===== src/rtl/txrx_pkg.sv =====
// Shared definitions for the token-ring serial link (transmitter and receiver):
// payload/header geometry, header pattern and the receiver state encoding.
package txrx_pkg;

  localparam int DATA_W = 55;
  localparam int HDR_W  = 6;
  localparam logic [HDR_W-1:0] HDR = 6'b011111;

  typedef enum logic [1:0] {
    ST_IDLE = 2'd0,
    ST_HDR  = 2'd1,
    ST_DATA = 2'd2
  } rx_state_t;

endpackage


===== src/rtl/rx_protocol_if.sv =====
// Serial line plus payload handoff between the receive stage and the router core.
// master: line driver / consuming core; slave: the receive stage.
interface rx_protocol_if import txrx_pkg::*; ();

  logic              S_Data;
  logic              RX_ack;
  logic [DATA_W-1:0] RX_Data;
  logic              RX_valid;
  logic              hdr_err;
  logic              overrun;

  modport master (
    output S_Data, RX_ack,
    input  RX_Data, RX_valid, hdr_err, overrun
  );

  modport slave (
    input  S_Data, RX_ack,
    output RX_Data, RX_valid, hdr_err, overrun
  );

endinterface


===== src/rtl/rx_deser.sv =====
// Payload deserializer. Holds the first W-1 payload bits; the word output
// appends the bit currently on the line so the complete word is available on
// the very edge that samples the final payload bit.
module rx_deser import txrx_pkg::*; #(
  parameter int W = DATA_W
) (
  input  logic         clk,
  input  logic         rst,
  input  logic         i_shift_en,
  input  logic         i_clear,
  input  logic         i_bit,
  output logic [W-1:0] o_word
);

  logic [W-2:0] r_sh;

  // MSB-first shift register; clear wins over shift
  always_ff @(posedge clk or posedge rst) begin
    if (rst) begin
      r_sh <= '0;
    end else if (i_clear) begin
      r_sh <= '0;
    end else if (i_shift_en) begin
      r_sh <= {r_sh[W-3:0], i_bit};
    end else begin
      r_sh <= r_sh;
    end
  end

  assign o_word = {r_sh, i_bit};

endmodule


===== src/rtl/rx_protocol.sv =====
// Serial receive stage: hunts for the 6-bit header 011111 on S_Data, shifts in
// the 55-bit payload MSB first and hands it to the core with valid/ack.
// Optional build macro RX_SYNC_EN: passes S_Data through a 2-flop synchronizer
// (resetting to the idle level 1) before the FSM, adding two cycles of latency.
module rx_protocol import txrx_pkg::*; (
  input  logic         clk,
  input  logic         rst,
  rx_protocol_if.slave bus
);

  rx_state_t         r_state;
  logic [2:0]        r_hcnt;
  logic [5:0]        r_dcnt;
  logic [DATA_W-1:0] r_data;
  logic              r_valid;
  logic              r_hdr_err;
  logic              r_overrun;

  logic              w_bit;
  logic [DATA_W-1:0] w_word;
  logic              w_shift_en;
  logic              w_clear;

`ifdef RX_SYNC_EN
  logic [1:0] r_sync;

  // Two-flop synchronizer for the line; resets to idle-high so no false header
  always_ff @(posedge clk or posedge rst) begin
    if (rst) begin
      r_sync <= 2'b11;
    end else begin
      r_sync <= {r_sync[0], bus.S_Data};
    end
  end

  assign w_bit = r_sync[1];
`else
  assign w_bit = bus.S_Data;
`endif

  assign w_shift_en = (r_state == ST_DATA);
  assign w_clear    = (r_state == ST_IDLE);

  rx_deser #(.W(DATA_W)) u_deser (
    .clk        (clk),
    .rst        (rst),
    .i_shift_en (w_shift_en),
    .i_clear    (w_clear),
    .i_bit      (w_bit),
    .o_word     (w_word)
  );

  // Frame FSM with registered handoff, valid/ack handshake and event pulses
  always_ff @(posedge clk or posedge rst) begin
    if (rst) begin
      r_state   <= ST_IDLE;
      r_hcnt    <= 3'd0;
      r_dcnt    <= 6'd0;
      r_data    <= '0;
      r_valid   <= 1'b0;
      r_hdr_err <= 1'b0;
      r_overrun <= 1'b0;
    end else begin
      // pulses are one cycle wide; ack drops valid unless a frame lands now
      r_hdr_err <= 1'b0;
      r_overrun <= 1'b0;
      if (bus.RX_ack) begin
        r_valid <= 1'b0;
      end else begin
        r_valid <= r_valid;
      end

      case (r_state)
        ST_IDLE: begin
          if (w_bit == HDR[HDR_W-1]) begin
            r_state <= ST_HDR;
            r_hcnt  <= 3'd1;
          end else begin
            r_state <= ST_IDLE;
          end
        end

        ST_HDR: begin
          if (w_bit != HDR[HDR_W-1]) begin
            if (r_hcnt == 3'(HDR_W - 1)) begin
              r_state <= ST_DATA;
              r_hcnt  <= 3'd0;
              r_dcnt  <= 6'd0;
            end else begin
              r_hcnt <= r_hcnt + 3'd1;
            end
          end else begin
            // broken header: this 0 is the start of a fresh header attempt
            r_hdr_err <= 1'b1;
            r_hcnt    <= 3'd1;
          end
        end

        ST_DATA: begin
          if (r_dcnt == 6'(DATA_W - 1)) begin
            r_data    <= w_word;
            r_valid   <= 1'b1;
            r_overrun <= r_valid & ~bus.RX_ack;
            r_dcnt    <= 6'd0;
            r_state   <= ST_IDLE;
          end else begin
            r_dcnt <= r_dcnt + 6'd1;
          end
        end

        default: begin
          r_state <= ST_IDLE;
          r_hcnt  <= 3'd0;
          r_dcnt  <= 6'd0;
        end
      endcase
    end
  end

  assign bus.RX_Data  = r_data;
  assign bus.RX_valid = r_valid;
  assign bus.hdr_err  = r_hdr_err;
  assign bus.overrun  = r_overrun;

endmodule

===== src/flat_wrapper.sv =====
// flat-port wrapper written by rule: the top's interface ports become plain ports
module rx_protocol_flat import txrx_pkg::*;
  (clk, rst, bus_S_Data, bus_RX_ack, bus_RX_Data, bus_RX_valid, bus_hdr_err, bus_overrun);
  rx_protocol_if bus_i ();
  input  logic clk;
  input  logic rst;
  input wire logic [$bits(bus_i.S_Data)-1:0] bus_S_Data;
  input wire logic [$bits(bus_i.RX_ack)-1:0] bus_RX_ack;
  output wire logic [$bits(bus_i.RX_Data)-1:0] bus_RX_Data;
  output wire logic [$bits(bus_i.RX_valid)-1:0] bus_RX_valid;
  output wire logic [$bits(bus_i.hdr_err)-1:0] bus_hdr_err;
  output wire logic [$bits(bus_i.overrun)-1:0] bus_overrun;
  assign bus_i.S_Data = bus_S_Data;
  assign bus_i.RX_ack = bus_RX_ack;
  assign bus_RX_Data = bus_i.RX_Data;
  assign bus_RX_valid = bus_i.RX_valid;
  assign bus_hdr_err = bus_i.hdr_err;
  assign bus_overrun = bus_i.overrun;
  rx_protocol u_core (.clk(clk), .rst(rst), .bus(bus_i));
endmodule

===== config.mk =====
export PLATFORM = sky130hd
export DESIGN_NAME = rx_protocol_flat
export DESIGN_NICKNAME = d
export VERILOG_FILES = /design/src/rtl/txrx_pkg.sv /design/src/rtl/rx_protocol_if.sv /design/src/rtl/rx_deser.sv /design/src/rtl/rx_protocol.sv /design/src/flat_wrapper.sv
export SDC_FILE = /design/constraint.sdc
export NUM_CORES = 1
export LEC_CHECK = 0
export ABC_AREA = 1
export CAP_MARGIN = 20
export CORE_UTILIZATION = 45
export DETAILED_ROUTE_END_ITERATION = 8
export PLACE_DENSITY_LB_ADDON = 0.15
export SETUP_SLACK_MARGIN = 0.1
export SYNTH_ARGS = -nofsm -noshare
export SYNTH_HDL_FRONTEND = slang
export SYNTH_SLANG_ARGS = --single-unit

===== constraint.sdc =====
create_clock -name clk -period 4 [get_ports clk]
set_input_delay 0.8 -clock clk [delete_from_list [all_inputs] [get_ports clk]]
set_output_delay 0.8 -clock clk [all_outputs]
set_load 0.1 [all_outputs]

==> flow_summary.yaml <==
cts:
  post_cts_buffers: 0
  cts_tree: "yes"
  cts-htree-levels: 4
  clkSlewWorstSetupHoldPaths_ns: 0.05
  worstSkewPairLatency_ns: 0.51
  clkSinkCount: 123
  clock-root-buffer: "clkbuf_8"
  ctsHoldBuffers: 0
  clock_path_buffers: 2
  cts_buffers: 17
  cts_resized: 0
synth:
  synth_area_leaders: "dfrtp_1 65%, o22ai_1 7.2%, nand2_1 6.6%"
  yosys.area.top_type: "dfrtp_1"
  ys_seq_area_frac: 0.645
  synth.distinct_cells: 23
  netlist_instances: 443
  ys_ff_latch: 123
  synthFlopType: "dfrtp_1"
  syn_area_mm2: 0.00477
  synth_edf_count: 0
  syn_area_per_cell_um2: 10.8
  yosysWarnings: 0
  synth.net_count: 449
  async_flop_share: 1.00
  synth_top_cell_area_share: 0.645
timing:
  fmax_mhz: 356
  min_period_ns: 2.81
  setup_viol: 0
  hold_viol: 0
  finalClockSkew_ns: 0.0114
  rsz0062_at_grt: "false"
  period_share: 0.703
  max-slew-margin-rel: 0.328
  slew_violations: 0
  fin_tns_setup_ns: 0
  tightest_slew_ns: 1.01
route:
  ant_nets: 0
  first_pass_iters: 4
  wl_mm: 8.49
  drt-initial-drc-count: 171
  via_count: 3257
  routedWlPerCell_um: 13.1
  via_per_inst: 5.01
  drc_errors: 0
global_route:
  grt_pass1_wl_mm: 15.0
  antenna_found_initial: 0
  overflow: 0
  grt_usage: 0.171
  grt_pass1_vias: 3292
  grt_max_degree: 89
pwr:
  p_leak_nw: 2.64
  max-vdd-ir-drop_mv: 0.347
  power.density_mw_per_mm2: 494
floorplan:
  dieArea_mm2: 0.0110
  start_util: 0.462
  core-area_mm2: 0.0103
  core.rowCount: 37
  io-pin-count: 62
  fp.dieH_um: 105
  die_w_um: 105
flow_run:
  drv_cap: 0
setup_path:
  crit_path_cell_trace: "clkdlybuf4s50_1"
  worst-path-buf-inv: 1
  critPathCaptureType: "output port"
  crit_slowest_cell: "clkdlybuf4s50_1"
  cp_top_family: "buffers and inverters"
  crit_fanout: 2
  ff2ff_setup_slack_ns: 1.63
  cp_slowest_stage_delay_ns: 1.14
  critPathArrivalTime_ns: 2.01
  crit_required_ns: 3.20
  critical_path_class: "reg -> out"
  cp-start-kind: "flip-flop"
place:
  place_inst: 619
  port_buffers: 61
  place_area_mm2: 0.00542
  dp_hpwl_mm: 5.15
  globalplace.congestion: 0.719
status:
  status: "finished clean"
cells_and_area:
  final_nets: 508
  antenna_cells: 0
  final_common_cell: "dfrtp_1"
  drive_gt1_frac: 0.138
  syn_to_final_growth_pct: 25.5
  fin_area_mm2: 0.00599
  final_cell_mix: "123 x dfrtp_1, 84 x nand2_1, 66 x inv_1"
  final_cells: 650
hold_path:
  holdCritPathClass: "reg -> reg"
-- worst paths after layout --
path,start,to,depth (start not counted)
worst min register to register,u_core.bus.RX_Data[22],u_core.bus.RX_Data[22],2
worst max-delay path,u_core.bus.RX_Data[52],bus_RX_Data[52],1
max in group asynchronous,rst,u_core.u_deser.r_sh[22],3
worst max register to register,u_core.r_dcnt[0],u_core.bus.RX_Data[28],8
worst min-delay path,u_core.bus.RX_Data[22],u_core.bus.RX_Data[22],2
min in group asynchronous,rst,u_core.bus.RX_Data[41],2
-- worst reg2reg max path, cell delays in order (launching register included) --
cell	delay (ns)
dfrtp_1	0.45
inv_1	0.08
ha_1	0.25
nand3_4	0.10
nor2_4	0.04
nand2_4	0.73
buf_4	0.43
nand2_1	0.12
o21ai_2	0.07
-- per-stage QoR --
| step | total power [mW] | hold WS [ns] | setup slack, ns | utilization |
|---|---|---|---|---|
| 3_5_place_dp | 1.54 | 0.469 | 1.65 | 0.525 |
| 4_1_cts | 2.99 | 0.484 | 1.15 | 0.580 |
| 6_report | 2.95 | 0.479 | 1.19 | 0.580 |
| 5_1_grt | 3.08 | 0.505 | 1.14 | 0.580 |
| 2_1_floorplan | 1.49 | 0.492 | 1.69 | - |
| 3_3_place_gp | 1.54 | 0.466 | 1.71 | 0.525 |
-- cell families (layout without fill, tap and decap cells) --
logic type,after synthesis,count (layout),share of synthesized area
compound gates,117,117,0.161
xor+xnor,2,2,0.00367
fa+ha+maj,2,2,0.00524
buf+inv,94,165,0.0921
flops,123,123,0.645
simple gates,105,105,0.0926
-- cell usage after synthesis (2+ instances only) --
library cell / instances
nor2_1: 7
buf_2: 12
buf_6: 9
dfrtp_1: 123
o21ai_1: 20
o21ai_2: 30
o21ai_0: 10
nand3_1: 7
inv_1: 68
ha_1: 2
o22ai_1: 55
nor2_4: 2
clkbuf_1: 2
inv_2: 2
nand4_1: 3
nand2_1: 84
-- where the power goes --
part | internal (mW) | switching (mW)
registers | 1.27 | 0.0236
logic | 0.0406 | 0.182
clock network | 0.912 | 0.525
-- layer usage --
metal	up-vias	wire (µm)	track usage
li1	1579	-	-
met1	1605	3910	0.215
met2	60	4180	0.281
met3	13	287	0.0474
met4	0	115	0.0664
met5	-	0	0
-- flip-flops by register name, summed over array words and instances, names as in the netlist --
signal,flops
u_core.bus.hdr_err,1
u_core.bus.overrun,1
u_core.r_state,2
u_core.r_hcnt,3
u_core.bus.RX_valid,1
u_core.bus.RX_Data,55
u_core.u_deser.r_sh,54
u_core.r_dcnt,6
-- final cells by class --
class | count | area (µm²)
clock buffers | 20 | 445
clock inverters | 11 | 121
fillers | 878 | 4340
inverters | 70 | 267
multi-input cells | 226 | 1260
flip-flops and latches | 123 | 3080
well taps | 136 | 170
repair buffers | 64 | 646
Note: power is estimated with default switching activity, not from simulation.
